**src/rtl/bit_pattern.sv**
```systemverilog
// bit_pattern: serial detector for a PAT_WIDTH-bit pattern, MSB received first.
// Define BIT_PATTERN_COUNT_EN to add the saturating match_count output.
module bit_pattern #(
  parameter int PAT_WIDTH = 4,
  parameter logic [PAT_WIDTH-1:0] PATTERN = 4'b1011,
  parameter int OVERLAP = 1,
  parameter int CNT_WIDTH = 16
) (
  input  logic clk,
  input  logic rst,
  input  logic data,
  output logic detect
`ifdef BIT_PATTERN_COUNT_EN
  ,
  output logic [CNT_WIDTH-1:0] match_count
`endif
);
  localparam int FW = $clog2(PAT_WIDTH + 1);
  localparam logic [FW-1:0] FULL = FW'(PAT_WIDTH);
  localparam logic [FW-1:0] NEED = FW'(PAT_WIDTH - 1);
  logic [PAT_WIDTH-1:0] history;
  logic [FW-1:0] fill;
  logic match;
  logic unused_oldest;
  // the incoming bit completes the window, so a match is decided on the sampling edge
  assign match = (fill >= NEED) && ({history[PAT_WIDTH-2:0], data} == PATTERN);
  assign unused_oldest = history[PAT_WIDTH-1];
  always_ff @(posedge clk or posedge rst) begin
    if (rst) begin
      history <= '0;
      fill    <= '0;
      detect  <= 1'b0;
    end else begin
      history <= {history[PAT_WIDTH-2:0], data};
      fill    <= (match && OVERLAP == 0) ? '0 : (fill == FULL ? fill : fill + 1'b1);
      detect  <= match;
    end
  end
`ifdef BIT_PATTERN_COUNT_EN
  always_ff @(posedge clk or posedge rst) begin
    if (rst) match_count <= '0;
    else match_count <= (match && !(&match_count)) ? match_count + 1'b1 : match_count;
  end
`endif
endmodule

```
**config.mk**
```make
export PLATFORM = sky130hd
export DESIGN_NAME = bit_pattern
export DESIGN_NICKNAME = d
export VERILOG_FILES = /design/src/rtl/bit_pattern.sv
export SDC_FILE = /design/constraint.sdc
export NUM_CORES = 1
export LEC_CHECK = 0
export ABC_AREA = 1
export CORE_AREA = 2 2 39 41
export DETAILED_ROUTE_END_ITERATION = 7
export DIE_AREA = 0 0 41 43
export GPL_ROUTABILITY_DRIVEN = 0
export SYNTH_ARGS = -nofsm -noshare
export SYNTH_HDL_FRONTEND = slang
export SYNTH_SLANG_ARGS = --single-unit
```
**constraint.sdc**
```tcl
create_clock -name clk -period 1.4 [get_ports clk]
set_input_delay 0.42 -clock clk [delete_from_list [all_inputs] [get_ports clk]]
set_output_delay 0.42 -clock clk [all_outputs]
set_load 0.01 [all_outputs]
```
## After elaboration in Yosys (flattened, before gate mapping)

Cells that the tools add are included.
Widths: inputs -> output; s select.

- Flip-flop bits (word level): 7
- Word-level logic and storage cells: 8

- Add/sub/neg operators: 1
- $lt $le $gt $ge: 1
- Eq/ne operators: 2
- Reduce and logical (&&, ||, !) cells: 1

Operators by type and width:

| operator | count |
|---|---|
| $eq 4x4->1 const B | 1 |
| $add 3x1->3 const B | 1 |
| $eq 3x3->1 const B | 1 |
| $ge 3x2->1 const B | 1 |
| $logic_and 1x1->1 | 1 |

## Logic depth before layout (Yosys ltp)

- Depth after elaboration: 2
- Gate-level depth with buffers: 6
- Mapped depth without buffers: 6

## Worst setup path before layout

Ideal clock, no wire load.

- Path kind: flip-flop to flip-flop
- Start: register fill[0]
- End: register detect
- Setup time: 0.114 ns
- Data arrival time: 0.957 ns
- Path slack: 0.329 ns
- Stages on the path, launching flop included: 7
- Buffers on the path: 0
- Path through: dfrtp_1 ha_1 ha_1 nor2_1 nand2_1 inv_1 nor2_2

- Longest elaborated chain between the ends: 2

RTL lines:

| what | RTL line | RTL |
|---|---|---|
| start, declared | 22 | `logic [FW-1:0] fill;` |
| start signal, assigned | 35 | `fill <= (match && OVERLAP == 0) ? '0 : (fill == FULL ? fill : fill + 1'b1);` |
| $ge 3x2->1 | 26 | `assign match = (fill >= NEED) && ({history[PAT_WIDTH-2:0], data} == PATTERN);` |
| $logic_and 1x1->1 | 26 |  |
| named net match | 23 | `logic match;` |
| end signal, assigned | 36 | `detect <= match;` |
| end, declared | 12 | `output logic detect` |

The timed path passes the listed nets, and every way through them passes these cells.
A chain may end at the register's enable or synchronous reset.

## Final worst setup path

- Start: register detect
- End: output port detect

No word-level cell between the ends.

==> key figures <==
Cells and area
  – Filler cell count: 146
  – Most frequent cells in the layout: inv_1 (7), dfrtp_1 (7), nand2_1 (6)
  – P&R area growth vs syn: 25.42%
  – Number of diodes: 0
  – Ratio of cells with drive above 1 in the final layout: 13.89%
  – Layout Nets: 43
  – Register cell area after layout: 175.2 um^2
  – Footprint of the multi-input gates: 93.84 um^2

Drt
  – Vias: 181
  – Final ANT Viol Nets: 0
  – Starting DRT DRC Count: 1
  – WL per Instance: 7.750 um
  – Drt total wl: 403 um
  – DRC violations left: 0
  – First-pass DRT Iterations: 3
  – Vias per inst: 3.481

Synth
  – Sequential area share after synthesis: 59.32%
  – Synth top area cells: dfrtp_1 (59%), ha_1 (13%), inv_1 (8.9%), nand2_1 (7.6%), xor2_1 (3.0%)
  – Synth Area in XOR/XNOR: 2.966%
  – Post-Synth Simple-Gate Area: 14.41%
  – Main combinational cell family by area after synthesis: simple AND/OR/NAND/NOR gates
  – Post-Syn Instances: 29
  – Distinct cell type count after synthesis: 9
  – Yosys top cell by area: dfrtp_1
  – Compound-cell area share of the yosys netlist: 1.695%
  – Adder-cell share of the synthesized area: 12.71%
  – Top cell type's share of synthesized area: 59.32%
  – Synthesized Nets: 35
  – Synth Register Bits: 7
  – Mapped Area: 295.3 um^2
  – Mux contribution to synthesized area: 0%
  – Post-Syn Area per Cell: 10.18 um^2
  – Ys Warns: 0

STA
  – RSZ-0062 raised after global routing: no
  – Fin. Hold Viols: 0
  – Max transition margin: 81.89%
  – Hold slack: 0.3700 ns
  – Final Max Slew Viols: 0
  – Setup tns final: 0 ns
  – Slew at the pin with the worst max-slew slack: 0.2714 ns
  – Final cycle utilization of the critical path: 92.17%
  – Tmin final: 1.290 ns
  – Max frequency: 774.9 MHz
  – Clock Skew: 0.004191 ns
  – Setup Viol. Count Final: 0

Worst setup path
  – Critical path launch point type: flop
  – Critical path class: reg2out
  – Crit path DAT: 0.87 ns
  – CP max stage cell: dfrtp_1
  – Critical-path cell list: dlygate4sd2_1
  – CP top delay family: flip-flops
  – CP required: 0.98 ns
  – CP Buf/Inv Count: 1
  – Worst reg-to-reg setup slack: 0.28 ns
  – CP endpoint kind: output port
  – Crit-path max cell delay: 0.35 ns
  – Crit path max fanout: 1

Placed design
  – DP HPWL: 278.2 um
  – Port bufs: 3

Clocking
  – H-tree depth: 1
  – Clk pin slew, worst setup/hold paths: 0.05 ns
  – CTS root buf: clkbuf_4
  – Clk Latency, worst-skew pair: 0.25 ns
  – CTS tree: done
  – Clock tree sinks: 7
  – Cts bufs inserted: 3
  – Worst-case clock buffer depth: 2

Die
  – Die height: 43 um
  – Io pins: 4
  – Full die area: 0.001763 mm^2
  – Row cnt: 14
  – Initial core utilization: 21.34%
  – Width of the die: 41 um
  – CORE AREA: 0.001384 mm^2

Global route
  – Vias in the first global route: 186
  – Initial antenna violation count: 0
  – First-pass GRT wire length: 690 um
  – Total track usage: 6.687%
  – Gr ovfl total: 0
  – Largest net degree at the start of global routing: 8

Power
  – Max VDD drop: 0.2750 mV
  – Leak: 0.2155 nW
  – PD cells: 1095 mW/mm^2

Min path
  – Tightest Hold Check Type: reg2reg

Job
  – MaxCap Viol Count: 0

Status
  – Outcome: finished, final reports clean
[kinds of logic (layout without fill, tap and decap cells)]
kind of cell | after synthesis | after routing
buffers and inverters | 7 | 14
AND/OR/NAND/NOR | 10 | 10
adder cells (fa/ha/maj) | 3 | 3
XOR/XNOR | 1 | 1
AO/OA/AOI/OAI | 1 | 1
flip-flops | 7 | 7
[flip-flops by register name, indices dropped and copies added (netlist names)]
register  cells
history       3
fill          3
detect        1
[metrics by stage]
step | instance area [um^2] | total power [mW] | worst slack, ns | util [%] | instances
4_1_cts | 370.4 | 0.4145 | 0.09586 | 26.76 | 52
6_report | 370.4 | 0.4056 | 0.1096 | 26.76 | 52
3_5_place_dp | 345.3 | 0.2286 | 0.1587 | 24.95 | 48
2_1_floorplan | 295.3 | 0.2193 | 0.3286 | - | 29
5_1_grt | 370.4 | 0.4259 | 0.06256 | 26.76 | 52
3_3_place_gp | 345.3 | 0.2279 | 0.1615 | 24.95 | 48
[path summary, 6_finish.rpt]
| path | start | endpoint | cells after the start |
|---|---|---|---|
| setup / recovery | detect | detect | 1 |
| hold / removal | history[0] | history[1] | 0 |
| setup reg to reg | fill[0] | detect | 6 |
| hold reg to reg | history[0] | history[1] | 0 |
| max in group asynchronous | rst | history[1] | 2 |
| min in group asynchronous | rst | fill[1] | 2 |
[cells in the mapped netlist]
cell	number
nor2_1	2
ha_1	3
nor2_2	1
dfrtp_1	7
nand2_1	6
inv_1	7
nand2_2	1
xor2_1	1
o21ai_1	1
[repair_timing]
item | CTS | global route
setup buffers | 0 | 0
hold buffers | 0 | 0
setup endpoints to repair | 1 | 0
resized for setup | 1 | 0
[layout make-up]
cell class,count,share of cell area [%]
well taps,16,5.405
multi-input cells,15,25.34
clock buffers,4,7.095
repair buffers,3,7.770
flip-flops and latches,7,47.30
inverters,7,7.095
[metal layers]
metal  GRT usage (%)  up-vias  wire [um]
li1                -       97          -
met1           6.954       82        186
met2           7.500        2        195
met3           3.141        0         22
met4           10.00        0          0
met5               0        -          0
[where the power goes]
group | switching, mW | total [mW] | leakage (nW) | internal [mW]
logic | 0.00745 | 0.0148 | 0.115 | 0.00732
clock network | 0.0727 | 0.181 | 0.0150 | 0.109
registers | 0.00179 | 0.210 | 0.0854 | 0.208
Note: power is estimated with default switching activity, not from simulation.
